`src/rtl/brch_ckpt_fifo.sv`:
```
// Branch checkpoint FIFO: one {AL index, free-list pos} entry per in-flight branch, program order.
// Latency: insert visible to commit/mispredict search next cycle; rcvr_* and ckpt_err registered, 1 cycle.
// Backpressure: brch_stall (combinational) rejects a whole dispatch group that exceeds free entries.
module brch_ckpt_fifo #(
    parameter int DEPTH = 2,
    parameter int PTR_W = 1,
    parameter int IDX_W = 6,
    parameter int POS_W = 7
) (
    input  logic                 clk,
    input  logic                 rst_n,
    input  logic                 dispatch_en,
    input  logic [3:0]           brch_vld,
    input  logic [IDX_W-1:0]     nxt_indx,
    input  logic [4*POS_W-1:0]   alloc_pos,
    input  logic                 cmt_brch,
    input  logic [IDX_W-1:0]     cmt_brch_indx,
    input  logic                 mis_pred,
    input  logic [IDX_W-1:0]     brch_mis_indx,
    output logic [1:0]           brnc_count,
    output logic                 brch_stall,
    output logic [PTR_W-1:0]     head,
    output logic [PTR_W-1:0]     tail,
    output logic [PTR_W:0]       occ,
    output logic                 rcvr_vld,
    output logic [POS_W-1:0]     rcvr_pos,
    output logic [IDX_W-1:0]     rcvr_indx,
    output logic                 ckpt_err
);
    localparam int OW = PTR_W + 1;
    localparam int CW = (OW > 3) ? OW : 3;

    typedef struct packed {
        logic [IDX_W-1:0] indx;
        logic [POS_W-1:0] pos;
    } entry_t;

    entry_t ent [DEPTH];

    logic [CW-1:0]    grp_cnt;
    logic [CW-1:0]    free_cnt;
    logic             do_ins;
    logic             cmt_hit;
    logic             mis_hit;
    logic [PTR_W-1:0] mis_off;
    logic [PTR_W-1:0] mis_slot;
    logic [PTR_W-1:0] head_nxt;
    logic [PTR_W-1:0] tail_nxt;
    logic [OW-1:0]    occ_nxt;
    logic [DEPTH-1:0] wr_en;
    entry_t           wr_dat [DEPTH];

    // Full group count is kept internally so a 4-branch group still stalls correctly.
    always_comb begin
        grp_cnt = '0;
        for (int i = 0; i < 4; i++) begin
            grp_cnt = grp_cnt + CW'(brch_vld[i]);
        end
        if (!dispatch_en) begin
            grp_cnt = '0;
        end
    end

    assign brnc_count = grp_cnt[1:0];
    assign free_cnt   = CW'(DEPTH) - CW'(occ);
    assign brch_stall = dispatch_en & (grp_cnt > free_cnt);
    assign do_ins     = dispatch_en & ~brch_stall & ~mis_pred;

    always_comb begin
        logic [CW-1:0]    rank;
        logic [PTR_W-1:0] slot;
        rank  = '0;
        slot  = '0;
        wr_en = '0;
        for (int d = 0; d < DEPTH; d++) begin
            wr_dat[d] = '0;
        end
        for (int i = 0; i < 4; i++) begin
            if (brch_vld[i]) begin
                slot = tail + PTR_W'(rank);
                if (do_ins && (rank < CW'(DEPTH))) begin
                    wr_en[slot]       = 1'b1;
                    wr_dat[slot].indx = nxt_indx + IDX_W'(i);
                    wr_dat[slot].pos  = alloc_pos[i*POS_W +: POS_W];
                end
                rank = rank + CW'(1);
            end
        end
    end

    assign cmt_hit = cmt_brch & (occ != '0) & (ent[head].indx == cmt_brch_indx);

    // Scan youngest to oldest so the oldest matching entry is the one kept.
    always_comb begin
        logic [PTR_W-1:0] sl;
        sl       = '0;
        mis_hit  = 1'b0;
        mis_off  = '0;
        mis_slot = '0;
        for (int j = DEPTH - 1; j >= 0; j--) begin
            sl = head + PTR_W'(j);
            if ((OW'(j) < occ) && (ent[sl].indx == brch_mis_indx)) begin
                mis_hit  = 1'b1;
                mis_off  = PTR_W'(j);
                mis_slot = sl;
            end
        end
    end

    // Truncation length is measured from the post-commit head, so a same-cycle pop shortens it by one.
    always_comb begin
        head_nxt = head + PTR_W'(cmt_hit);
        tail_nxt = tail;
        occ_nxt  = occ;
        if (mis_pred && mis_hit) begin
            tail_nxt = mis_slot + PTR_W'(1);
            occ_nxt  = cmt_hit ? OW'(mis_off) : OW'(mis_off) + OW'(1);
        end else begin
            if (do_ins) begin
                tail_nxt = tail + PTR_W'(grp_cnt);
            end
            occ_nxt = occ - OW'(cmt_hit) + (do_ins ? OW'(grp_cnt) : OW'(0));
        end
    end

    always_ff @(posedge clk) begin
        if (!rst_n) begin
            head      <= '0;
            tail      <= '0;
            occ       <= '0;
            rcvr_vld  <= 1'b0;
            rcvr_pos  <= '0;
            rcvr_indx <= '0;
            ckpt_err  <= 1'b0;
            for (int d = 0; d < DEPTH; d++) begin
                ent[d] <= '0;
            end
        end else begin
            head     <= head_nxt;
            tail     <= tail_nxt;
            occ      <= occ_nxt;
            rcvr_vld <= mis_pred & mis_hit;
            ckpt_err <= (cmt_brch & ~cmt_hit) | (mis_pred & ~mis_hit);
            if (mis_pred && mis_hit) begin
                rcvr_pos  <= ent[mis_slot].pos;
                rcvr_indx <= ent[mis_slot].indx;
            end
            for (int d = 0; d < DEPTH; d++) begin
                if (wr_en[d]) begin
                    ent[d] <= wr_dat[d];
                end
            end
        end
    end
endmodule

```
`config.mk`:
```
export PLATFORM = sky130hd
export DESIGN_NAME = brch_ckpt_fifo
export DESIGN_NICKNAME = d
export VERILOG_FILES = /design/src/rtl/brch_ckpt_fifo.sv
export SDC_FILE = /design/constraint.sdc
export NUM_CORES = 1
export LEC_CHECK = 0
export ABC_AREA = 1
export CAP_MARGIN = 10
export CORE_MARGIN = 2
export CORE_UTILIZATION = 50
export DETAILED_ROUTE_END_ITERATION = 12
export HOLD_SLACK_MARGIN = 0.06
export PLACE_DENSITY = 0.78
export SLEW_MARGIN = 5
export SYNTH_ARGS = -nofsm -noshare
export SYNTH_HDL_FRONTEND = slang
export SYNTH_SLANG_ARGS = --single-unit
```
`constraint.sdc`:
```
create_clock -name clk -period 4.91 [get_ports clk]
set_input_delay 0.982 -clock clk [delete_from_list [all_inputs] [get_ports clk]]
set_output_delay 0.982 -clock clk [all_outputs]
set_load 0.005 [all_outputs]
```
==> impl_metrics.json <==
{
  "async_flop_share_pct": 0,
  "p_leak_nw": 2.159,
  "ys_types": 31,
  "grt_pass1_wl_um": 17420,
  "crit_chain": "clkdlybuf4s50_1 > fa_1 > ha_1 > ha_1 > nand2_1 > inv_1 > ha_1 > nand2_1 > o21ai_1 > nand2_1 > nor2_1 > clkdlybuf4s50_1",
  "dr.pass1.iters": 6,
  "coreArea_sq_um": 7687,
  "reg2reg_depth": 16,
  "syn_area_sq_um": 3941,
  "grt_overflow": 0,
  "drv_cap": 0,
  "setup_viol": 0,
  "dieArea_sq_um": 8609,
  "grt_max_degree": 24,
  "holdPathStages": 4,
  "die_w_um": 92.79,
  "hold_class": "flip-flop to flip-flop",
  "ys_warn_count": 0,
  "start_util_pct": 51.27,
  "slowest_stage": "clkdlybuf4s50_1",
  "viasPerCell": 5.222,
  "synth_ff_type": "edfxtp_1",
  "cts_buffer_depth": 2,
  "wl_per_cell_um": 13.38,
  "die_h_um": 92.79,
  "syn_nets": 685,
  "cp_top_family": "adder cells",
  "final_common_cell": "nand2_1",
  "fin_crit_sh_pct": 95.74,
  "p_per_area_nw_per_um2": 222.0,
  "worstMarginPinSlew_ps": 771.0,
  "finalHoldViolations": 0,
  "clk_pin_slew_worst_paths_ps": 90,
  "synth-seq-area-share_pct": 29.97,
  "drc": 0,
  "clock.fmax_mhz": 212.7,
  "critPathRequiredTime_ps": 3930,
  "ys_ff_latch": 46,
  "fin_crit_ps": 4701,
  "path_class": "input pin to output port",
  "gr-usage-all-layers_pct": 24.81,
  "cp_max_fo": 2,
  "cts_hold_buf": 0,
  "clock_latency_ps": 300,
  "ios": 77,
  "crit_path_end_kind": "output port",
  "cp_num_buf_inv": 3,
  "numCtsBuffers": 5,
  "drive_gt1_share_pct": 5.580,
  "cp.depth": 12,
  "stdcell_count": 783,
  "drt-initial-drc-count": 282,
  "cts_sinks": 46,
  "first_global_vias": 3657,
  "finClkSkew_ps": 4.041,
  "p_total_mw": 1.083,
  "vias": 4089,
  "htree_num_levels": 2,
  "place_inst": 774,
  "cts-root-buf": "clkbuf_8",
  "cts_tree": "done",
  "arrival_ps": 3720,
  "portBuffers": 76,
  "setup.worst_path.start_class": "input pin",
  "status": "finished clean",
  "n_antenna_cell": 0,
  "synth_cells": 612,
  "final_cell_mix": "152 x nand2_1, 86 x nand3_1, 81 x inv_1",
  "avgSynthCellArea_sq_um": 6.440,
  "dp_hpwl_um": 8309,
  "ant_nets": 0,
  "utilization_pct": 63.49,
  "final_nets": 753,
  "antenna_found_initial": 0,
  "drv_slew": 0,
  "relSlewSlack_pct": 48.41,
  "synth-edff-count": 26,
  "rows": 32,
  "finalWirelength_um": 10470,
  "rsz0062_at_grt": "no",
  "syn2layout_area_growth_pct": 23.84,
  "final.setup.tns_ps": 0,
  "ir_drop_v": 0.0001172,
  "max_stage_delay_ps": 500,
  "globalplace.congestion": 0.9536
}
## cell usage after synthesis (6+ instances only)
| library cell | instances | area share, % |
|---|---|---|
| buf_2 | 8 | 1.0 |
| nand3_1 | 86 | 11 |
| edfxtp_1 | 26 | 20 |
| xor2_1 | 11 | 2.4 |
| clkbuf_1 | 9 | 0.86 |
| ha_1 | 16 | 5.1 |
| a21oi_1 | 43 | 5.5 |
| xnor2_1 | 7 | 1.6 |
| inv_1 | 81 | 7.7 |
| inv_2 | 6 | 0.57 |
| nor2_1 | 55 | 5.2 |
| dfxtp_1 | 20 | 10 |
| o21ai_0 | 43 | 5.5 |
| nand2_1 | 152 | 14 |
## path summary, 6_finish.rpt
path | start | to | slack (ps)
hold / removal | rcvr_indx[3] | rcvr_indx[3] | 540
setup / recovery | brch_vld[0] | brch_stall | 210
hold reg to reg | rcvr_indx[3] | rcvr_indx[3] | 540
setup reg to reg | occ[0] | ent[1][6] | 1900
## power breakdown
group | internal [mW] | switching [mW] | leakage [nW] | total [mW]
clock | 0.153 | 0.129 | 0.0585 | 0.282
combinational | 0.145 | 0.197 | 1.67 | 0.343
sequential | 0.438 | 0.0213 | 0.434 | 0.459
## layer usage
metal | global-route usage [%] | wire [um] | vias to the layer above | part of all wire (%)
met4 | 6.250 | 149 | 0 | 1.4
li1 | - | - | 2114 | -
met2 | 40.82 | 4999 | 138 | 48
met3 | 2.360 | 499 | 12 | 4.8
met1 | 35.07 | 4825 | 1825 | 46
met5 | 0 | 0 | - | 0
## sequential cells by signal, summed over array words and instances, names as in the netlist, named ones only
signal     count
rcvr_pos       7
occ            2
ent           26
head           1
rcvr_indx      6
tail           1
rcvr_vld       1
ckpt_err       1
## worst min-delay path: stages, from the launching register on
cell and delay [ps]:
dfxtp_1 320, inv_1 40, a21oi_1 50, nand2_1 60, inv_1 30
## area by class of cell
cell class / instances / area, sq um
timing repair buffer: 87 / 843.3
fill: 757 / 2806
inverter: 90 / 337.8
multi-input combinational: 450 / 2278
clock buffer: 5 / 68.82
tap: 102 / 127.6
sequential: 46 / 1181
clock inverter: 3 / 43.79
## logic make-up (layout without fill, tap and decap cells)
kind of cell    count (synthesis)  after routing  synth area share, %
simple gates                  311            311                33.84
xor+xnor                       18             18                4.000
flops                          46             46                29.97
buf+inv                       116            185                12.22
fa+ha+maj                      18             18                6.095
compound gates                103            103                13.87
## through the flow
step                      instance area (sq um)  setup WS (ps)  hold slack (ps)
after floorplan                            3941          869.5            524.3
after global placement                     4761          295.3            519.1
final                                      4881          209.3            535.4
after global routing                       4881          8.789            566.7
after CTS                                  4873          209.4            533.9
after detailed placement                   4761          197.7            520.2
## what timing repair did
item / 4_1_cts / 5_1_grt
setup endpoints to repair: 0 / 1
resized for setup: 0 / 0
hold endpoints to repair: 0 / 0
setup buffers: 0 / 1
No activity file was read; power rests on OpenSTA's default activity.
